<file path="src/rtl/display_scan_ctrl_pkg.sv">
// Shared constants, scan state type and digit one-hot helper for the
// 4-digit multiplexed 7-segment display scanner.
package display_pkg;

  localparam int NUM_DIGITS = 4;
  localparam int SEL_W      = 2;
  localparam logic [NUM_DIGITS-1:0] AN_OFF = 4'b1111;

  typedef enum logic {
    SHOW  = 1'b0,
    BLANK = 1'b1
  } scan_state_t;

  function automatic logic [NUM_DIGITS-1:0] onehot4(input logic [SEL_W-1:0] s);
    logic [NUM_DIGITS-1:0] r;
    r    = '0;
    r[s] = 1'b1;
    return r;
  endfunction

endpackage

</file>
<file path="src/rtl/display_scan_ctrl_tick_gen.sv">
// Slot prescaler: counts 0..PRESCALE-1 while enabled, holds when disabled,
// and flags the terminal-count cycle as the scan advance strobe.
module tick_gen #(
  parameter int PRESCALE = 50000
) (
  input  logic clk,
  input  logic reset,
  input  logic enable,
  output logic adv
);

  localparam int CW = (PRESCALE > 1) ? $clog2(PRESCALE) : 1;
  localparam logic [CW-1:0] LAST = CW'(PRESCALE - 1);

  logic [CW-1:0] cnt_reg, cnt_next;

  // With PRESCALE=1 the counter sits at 0 == LAST, so every enabled cycle advances.
  assign adv = enable && (cnt_reg == LAST);

  always_comb begin
    cnt_next = cnt_reg;
    if (enable) begin
      cnt_next = adv ? '0 : cnt_reg + CW'(1);
    end
  end

  always_ff @(posedge clk) begin
    if (reset) begin
      cnt_reg <= '0;
    end else begin
      cnt_reg <= cnt_next;
    end
  end

endmodule

</file>
<file path="src/rtl/display_scan_ctrl.sv">
// Digit scan controller: registered digit select, active-low anodes and advance tick.
// Define SCAN_BLANK_EN to add anode dead-time (BLANK state) after each digit change.
module display_scan_ctrl
  import display_pkg::*;
#(
  parameter int PRESCALE     = 50000,
  parameter int BLANK_CYCLES = 16
) (
  input  logic                  clk,
  input  logic                  reset,
  input  logic                  enable,
  input  logic [NUM_DIGITS-1:0] digit_en,
  output logic [SEL_W-1:0]      sel,
  output logic [NUM_DIGITS-1:0] an,
  output logic                  tick
);

  logic                  adv;
  logic [SEL_W-1:0]      sel_reg, sel_next;
  logic [NUM_DIGITS-1:0] an_reg, an_next, an_show;
  logic                  tick_reg, tick_next;

  tick_gen #(
    .PRESCALE(PRESCALE)
  ) u_tick_gen (
    .clk   (clk),
    .reset (reset),
    .enable(enable),
    .adv   (adv)
  );

`ifdef SCAN_BLANK_EN
  localparam int BW = (BLANK_CYCLES > 1) ? $clog2(BLANK_CYCLES) : 1;
  localparam logic [BW-1:0] BLANK_LAST = BW'(BLANK_CYCLES - 1);

  scan_state_t    state_reg, state_next;
  logic [BW-1:0]  blank_reg, blank_next;
`endif

  always_comb begin
    sel_next  = sel_reg;
    tick_next = adv;
    if (adv) begin
      sel_next = sel_reg + SEL_W'(1);
    end
    // Anodes follow the select being loaded this edge, so both switch together.
    an_show = ~(onehot4(sel_next) & digit_en);
`ifdef SCAN_BLANK_EN
    state_next = state_reg;
    blank_next = blank_reg;
    an_next    = an_show;
    if (adv) begin
      state_next = BLANK;
      blank_next = '0;
      an_next    = AN_OFF;
    end else if (state_reg == BLANK) begin
      an_next = AN_OFF;
      if (blank_reg == BLANK_LAST) begin
        state_next = SHOW;
        an_next    = an_show;
      end else begin
        blank_next = blank_reg + BW'(1);
      end
    end
`else
    an_next = an_show;
`endif
  end

  always_ff @(posedge clk) begin
    if (reset) begin
      sel_reg   <= '0;
      an_reg    <= AN_OFF;
      tick_reg  <= 1'b0;
`ifdef SCAN_BLANK_EN
      state_reg <= SHOW;
      blank_reg <= '0;
`endif
    end else begin
      sel_reg   <= sel_next;
      an_reg    <= an_next;
      tick_reg  <= tick_next;
`ifdef SCAN_BLANK_EN
      state_reg <= state_next;
      blank_reg <= blank_next;
`endif
    end
  end

  assign sel  = sel_reg;
  assign an   = an_reg;
  assign tick = tick_reg;

endmodule

</file>
<file path="config.mk">
export PLATFORM = sky130hd
export DESIGN_NAME = display_scan_ctrl
export DESIGN_NICKNAME = d
export VERILOG_FILES = /design/src/rtl/display_scan_ctrl_pkg.sv /design/src/rtl/display_scan_ctrl_tick_gen.sv /design/src/rtl/display_scan_ctrl.sv
export SDC_FILE = /design/constraint.sdc
export NUM_CORES = 1
export LEC_CHECK = 0
export CAP_MARGIN = 40
export CORE_UTILIZATION = 56
export CTS_BUF_LIST = sky130_fd_sc_hd__clkbuf_4
export CTS_CLUSTER_DIAMETER = 50
export DETAILED_ROUTE_END_ITERATION = 10
export PLACE_DENSITY_LB_ADDON = 0.2
export SYNTH_ARGS = -nofsm -noshare
export SYNTH_HDL_FRONTEND = slang
export SYNTH_SLANG_ARGS = --single-unit
</file>
<file path="constraint.sdc">
create_clock -name clk -period 3.9 [get_ports clk]
set_input_delay 1.17 -clock clk [delete_from_list [all_inputs] [get_ports clk]]
set_output_delay 1.17 -clock clk [all_outputs]
set_load 0.1 [all_outputs]
</file>
; ---- Word-level counts from Yosys, hierarchy flattened
; Cells that the tools add are included.
[word_totals]
register_bits = 23
in_bits = 7
out_inout_bits = 7
wordCells = 17
[classes]
add_sub_neg = 2
order_cmp = 2
eq_ne = 1
n_mux = 4
bitwise_logic = 2
reduce_logical = 2
[op_table]
columns = operator, count
row1 = 16-bit by 1-bit adder with 16-bit output (second input constant), 1
row2 = 16-bit == test (second input constant), 1
row3 = 16-bit 2-to-1 mux, 1
row4 = 4-bit bitwise AND, 1
row5 = 4-bit inverter, 1
row6 = 2-bit by 3-bit < comparator with 1-bit output (second input constant), 1
row7 = 2-bit by 1-bit adder with 2-bit output (second input constant), 1
row8 = 1-bit demux with 2-bit select, 1
row9 = 2-bit by 1-bit >= comparator with 1-bit output (second input constant), 1
row10 = 1-bit logical AND, 2
row11 = 2-bit 2-to-1 mux, 1
row12 = 1-bit 2-to-1 mux, 1

; ---- Depth between registers and ports, before layout
; Gate-level depths: netlist of the first run.
[depth]
ltp_word = 9
mapped_depth = 7
depth_no_buf = 5

; ---- Cells and area by module
; A second synthesis of the first run with hierarchy kept.
[hier_totals]
cells_unflattened = 109
area_unflattened_um2 = 1094.8
[modules_own_cells]
columns = module, instances, cells_each, area_per_inst_um2, seq_area_each_um2
row1 = tick_gen, 1, 87, 844.6, 320.3
row2 = display_scan_ctrl, 1, 22, 250.2, 140.1

; ---- Least setup slack after synthesis of the first run
; No wires, ideal clock.
[synth_path]
path_type = input -> register
start = input port enable
end = register u_tick_gen.cnt_reg[15]
setup_ns = 0.115
t_arrival_ns = 2.207
required_time_ns = 3.785
slack_ns = 1.578
cell_stages = 5
n_path_buf = 1
path_cell_list = clkbuf_1 > nand4_1 > nor4_1 > xnor2_1 > nor2_1
[synth_via]
elab_chain_cells = 2
[synth_rtl]
columns = item, line_no
row1 = "start, declared", display_scan_ctrl.sv:11  ; input logic enable,
row2 = 1-bit logical AND, display_scan_ctrl_tick_gen.sv:18  ; assign adv = enable && (cnt_reg == LAST);
row3 = 16-bit 2-to-1 mux, display_scan_ctrl_tick_gen.sv:23  ; cnt_next = adv ? '0 : cnt_reg + CW'(1);
row4 = "end signal, assigned", display_scan_ctrl_tick_gen.sv:31  ; cnt_reg <= cnt_next;
row5 = "end, declared", display_scan_ctrl_tick_gen.sv:15  ; logic [CW-1:0] cnt_reg, cnt_next;
; Several ways; a longest one is shown, not always the timed one.
; A chain may end at the register's enable or synchronous reset.

; ---- Final worst setup path of the first run
[layout_path]
start = input port enable
end = register u_tick_gen.cnt_reg[0]
; The elaborated chain is that of the path after synthesis.

==> results.yml, run 1 <==
outcome:
  status: "finished clean"
global_route:
  grt_pass1_vias: 773
  grt_max_degree: 16
  grt_pass1_wl_um: 3440
  antenna_found_initial: 0
  grt.overflow.total: 0
  track_usage: 0.233
drt:
  first_pass_iters: 4
  detail_route.wl_per_cell_um: 13.2
  postRouteAntennaNets: 0
  vias_per_cell: 5.73
  routed_wl_um: 2120
  num_vias: 916
  drc: 0
  drt_iter0_markers: 23
yosys:
  yosysMostFrequentCell: "dfxtp_1"
  ys.flop_type: "dfxtp_1"
  synthAdderAreaFrac: 0.0116
  synth_cell_types: 31
  ys_async_sr_fraction: 0
  syn-num-nets: 126
  syn_area_per_cell_sq_um: 9.11
  synth-compound-area-share: 0.0326
  synth_area_leaders: "dfxtp_1, xor2_1, nor2_1"
  syn_inst: 118
  synth-seq-area-share: 0.428
  synthMuxAreaShare: 0
  netlist_area_sq_um: 1070
  synth_top_family_by_area: "simple AND/OR/NAND/NOR gates"
  synth-seq-cells: 23
  yosysTopAreaCellShare: 0.428
  yosysWarnings: 0
  yosys.area_share.xor_xnor: 0.122
  synth_top_cell_by_area: "dfxtp_1"
  synth-edff-count: 0
  synth_commonest_cells: "dfxtp_1, nor2_1, nand4_1, xor2_1, xnor2_1"
  synth-simple-area-share: 0.373
worst_setup_path:
  crit_fanout: 15
  r2r-end: "u_tick_gen.cnt_reg[0]"
  cp.required_ns: 4.08
  worst_setup_path_end_kind: "flop"
  crit_type: "primary input to flop"
  startpoint: "enable"
  arrival_ns: 3.25
  reg2reg_slack_ns: 1.68
  startpoint_type: "primary input"
  rr_startpoint: "u_tick_gen.cnt_reg[0]"
  rr_worst_depth: 5
  cp-endpoint: "u_tick_gen.cnt_reg[0]"
clock_network:
  clk_latency_ns: 0.31
  cts_buffers: 3
  cts_tree: "yes"
  cts-resized-gates: 0
  cts_sinks: 23
  cts_hold_buffers: 0
  cts_setup_buffers: 0
  cts-root-buf: "clkbuf_4"
  clock_path_buffers: 2
  clk_pin_slew_ns: 0.11
  h-tree-depth: 1
timing:
  finalSetupViolCount: 0
  hold_viol_final: 0
  skew_ns: 0.00199
  min_period_ns: 3.06
  slew_viol_final: 0
  fmaxAchievable_mhz: 326
  relSlewSlack: 0.658
  fin_crit_sh: 0.786
  worstMarginPinSlew_ns: 0.513
  setup_tns_ns: 0
  grt_setup_unrepaired: "no"
cells_and_area:
  utilization: 0.740
  num_antenna_cells: 0
  nets: 144
  nFillCells: 145
  area_delta_synth_final_pct: 21.4
  drive_above_1_share: 0.111
  largest_reg_flops: 16
placement:
  io_buffers: 13
  gp_congestion: 0.864
  dp_hpwl_um: 1510
power_and_ir_drop:
  finalPower_w: 0.000380
  p_leak_nw: 0.483
  ir_drop_uv: 207
  p_per_area_nw_per_um2: 291
die:
  num_rows: 15
  die_y_um: 45.8
  die-area_sq_um: 2100
  num_io_pins: 14
  start_util: 0.609
  core_area_sq_um: 1760
  die_w_um: 45.8
worst_hold_path:
  hold_class: "flop to flop"
job:
  drv_cap: 0
[layout make-up]
type	count	area [sq um]	area share
clock buffers	4	30.0	0.0230
inverters	1	3.75	0.00288
well taps	25	31.3	0.0240
multi-input cells	89	579	0.444
flip-flops and latches	23	460	0.353
repair buffers	18	200	0.153
[critical path, cell delays in order]
cell,delay (ns)
clkdlybuf4s50_1,0.66
nand4_1,0.26
nor4_4,0.53
or2_1,0.50
o22ai_1,0.13
[layout by cell type, fill, tap and decap left out, drive strengths merged, types with 2 or more instances in the layout]
cell type	count
and3b	2
nor3b	2
nor4	6
nand2	5
dfxtp	23
nor2	17
a21oi	2
o21ai	2
nand4	9
and3	3
clkdlybuf4s50	11
xnor2	7
nand3	4
nor3	4
buf	7
nand4b	2
or4b	2
nand2b	4
clkbuf	4
nor2b	3
xor2	8
[per-stage QoR]
stage	cells	area, sq um	hold WS [ns]	worst slack (ns)
2_1_floorplan	118	1070	0.477	1.58
3_3_place_gp	151	1200	0.510	0.634
3_5_place_dp	156	1270	0.528	0.497
4_1_cts	160	1310	0.546	0.842
5_1_grt	160	1310	0.587	0.707
6_report	160	1310	0.546	0.836
[where the power goes]
group | total (W) | switching (W) | internal [W]
sequential | 0.000240 | 0.00000250 | 0.000237
clock | 0.000115 | 0.0000684 | 0.0000470
combinational | 0.0000245 | 0.0000128 | 0.0000117
[routing by layer]
metal  share of wire  vias to the layer above  routed length [um]  track usage
met1            0.48                      432                1010        0.287
met2            0.46                       27                 967        0.371
li1                -                      450                   -            -
met4           0.027                        0                  57        0.124
met3           0.041                        7                  86       0.0595
met5               0                        -                   0            0
[worst min path at each step]
stage / start / end / slack (ns) / cells past startpoint
final: u_tick_gen.cnt_reg[1] / u_tick_gen.cnt_reg[1] / 0.55 / 2
after global routing: u_tick_gen.cnt_reg[1] / u_tick_gen.cnt_reg[1] / 0.59 / 2
after CTS: u_tick_gen.cnt_reg[1] / u_tick_gen.cnt_reg[1] / 0.55 / 2
after detailed placement: u_tick_gen.cnt_reg[1] / u_tick_gen.cnt_reg[1] / 0.53 / 2
after global placement: u_tick_gen.cnt_reg[1] / u_tick_gen.cnt_reg[1] / 0.51 / 2
after floorplan: u_tick_gen.cnt_reg[1] / u_tick_gen.cnt_reg[1] / 0.48 / 2
[cells by family after synthesis]
| family | Yosys count |
|---|---|
| compound gates | 6 |
| flops | 23 |
| buf+inv | 6 |
| xor+xnor | 15 |
| fa+ha+maj | 1 |
| simple gates | 67 |
No activity file was read; power rests on OpenSTA's default activity.
==> run 2, diff against run 1 <==
clock period = 3 ns   (was 3.9 ns; I/O delays follow)
==> results.yml, run 2 (synthesized netlist as in run 1, its figures left out) <==
outcome:
  status: "finished clean"
timing:
  worstMarginPinSlew_ns: 0.513
  hold_viol_final: 0
  relSlewSlack: 0.658
  fmaxAchievable_mhz: 417
  finalSetupViolCount: 0
  min_period_ns: 2.40
  slew_viol_final: 0
  fin_crit_sh: 0.800
  setup_tns_ns: 0
  skew_ns: 0.00612
  grt_setup_unrepaired: "no"
die:
  start_util: 0.609
  num_rows: 15
  num_io_pins: 14
  core_area_sq_um: 1760
  die-area_sq_um: 2100
  die_y_um: 45.8
  die_w_um: 45.8
global_route:
  grt_pass1_vias: 721
  antenna_found_initial: 0
  grt_pass1_wl_um: 3250
  grt.overflow.total: 0
  track_usage: 0.218
  grt_max_degree: 16
power_and_ir_drop:
  p_leak_nw: 0.457
  ir_drop_uv: 269
  switching_share: 0.229
  seq_power_share: 0.626
  clockPowerShare: 0.314
  intPower_w: 0.000384
  p_per_area_nw_per_um2: 404
  p_sw_w: 0.000114
  combPwrFrac: 0.060
  finalPower_w: 0.000498
placement:
  gp_congestion: 0.855
  dp_hpwl_um: 1420
  placement.cell_area_sq_um: 1200
  io_buffers: 13
clock_network:
  cts_setup_buffers: 0
  cts_buffers: 3
  cts-resized-gates: 0
  h-tree-depth: 1
  clock_path_buffers: 2
  cts-root-buf: "clkbuf_4"
  cts_sinks: 23
  clk_latency_ns: 0.32
  cts_tree: "yes"
  clk_pin_slew_ns: 0.13
  cts_hold_buffers: 0
cells_and_area:
  utilization: 0.699
  area_delta_synth_final_pct: 14.7
  largest_reg_flops: 16
  num_antenna_cells: 0
  final_cell_mix: "dfxtp_1, nor2_1, nand4_1, buf_4, xor2_1"
  drive_above_1_share: 0.129
  design_area_sq_um: 1230
  layout_commonest_cell: "dfxtp_1"
  nets: 141
worst_setup_path:
  reg2reg_slack_ns: 1.04
  startpoint_type: "primary input"
  r2r-end: "u_tick_gen.cnt_reg[0]"
  crit_fanout: 15
  critical-path-max-stage-delay_ns: 0.56
  crit_chain: "clkdlybuf4s50_1, nand4_1, nor4_4, or2_1, o22ai_1"
  critPathSlowestCell: "clkdlybuf4s50_1"
  cp.required_ns: 3.20
  worst_setup_path_end_kind: "flop"
  startpoint: "enable"
  crit_type: "primary input to flop"
  cp-endpoint: "u_tick_gen.cnt_reg[0]"
  rr_worst_depth: 5
  rr_startpoint: "u_tick_gen.cnt_reg[0]"
  arrival_ns: 2.60
drt:
  first_pass_iters: 4
  num_vias: 861
  routed_wl_um: 2040
  detail_route.wl_per_cell_um: 13.0
  vias_per_cell: 5.48
  postRouteAntennaNets: 0
  drt_iter0_markers: 18
  drc: 0
job:
  drv_cap: 0
worst_hold_path:
  hold_class: "flop to flop"
==> run 2: cell count changes in the layout (fill, tap and decap cells not counted), sizes merged <==
cell and delta:
clkdlybuf4s50 -5, buf +2
==> run 2: worst max-delay path: cells and delay by family <==
| family | cells | cell delay (ns) |
|---|---|---|
| AOI/OAI and AO/OA | 1 | 0.14 |
| buffers and inverters | 1 | 0.56 |
| and+or+nand+nor | 3 | 0.99 |
==> run 2: stage by stage <==
stage                     std cells  hold WS [ns]  setup slack (ns)
after CTS                       157         0.538             0.616
after global placement          153         0.504             0.341
after global routing            157         0.580             0.479
final                           157         0.540             0.599
after detailed placement        153         0.515             0.262
after floorplan                 118         0.477             0.948
==> run 2: cell type report <==
| cell class | count | area, sq um |
|---|---|---|
| Clock buffer | 4 | 30.0 |
| Fill cell | 155 | 532 |
| Inverter | 1 | 3.75 |
| Multi-Input combinational cell | 89 | 579 |
| Sequential cell | 23 | 460 |
| Tap cell | 25 | 31.3 |
| Timing Repair Buffer | 15 | 128 |
==> run 2: power by group through the flow <==
stage          combinational, W  clock (W)  sequential (W)
2_1_floorplan         0.0000151          0        0.000323
3_3_place_gp          0.0000294          0        0.000318
3_5_place_dp          0.0000299          0        0.000318
4_1_cts               0.0000302   0.000158        0.000311
5_1_grt               0.0000325   0.000170        0.000312
6_report              0.0000301   0.000156        0.000311
==> run 2: worst min path at each step <==
stage                                from               endpoint  slack, ns  cells past startpoint
global placement    u_tick_gen.cnt_reg[1]  u_tick_gen.cnt_reg[1]       0.50                      2
detailed placement  u_tick_gen.cnt_reg[1]  u_tick_gen.cnt_reg[1]       0.51                      2
CTS                 u_tick_gen.cnt_reg[1]  u_tick_gen.cnt_reg[1]       0.54                      2
finish              u_tick_gen.cnt_reg[1]  u_tick_gen.cnt_reg[1]       0.54                      2
floorplan           u_tick_gen.cnt_reg[1]  u_tick_gen.cnt_reg[1]       0.48                      2
global route        u_tick_gen.cnt_reg[0]  u_tick_gen.cnt_reg[0]       0.58                      2
==> run 2: metal layers <==
layer / routed length [um] / vias up / GRT usage
met5: 0 / - / 0
met4: 36 / 0 / 0.106
met3: 96 / 5 / 0.0357
met2: 930 / 27 / 0.343
met1: 977 / 385 / 0.289
li1: - / 444 / -
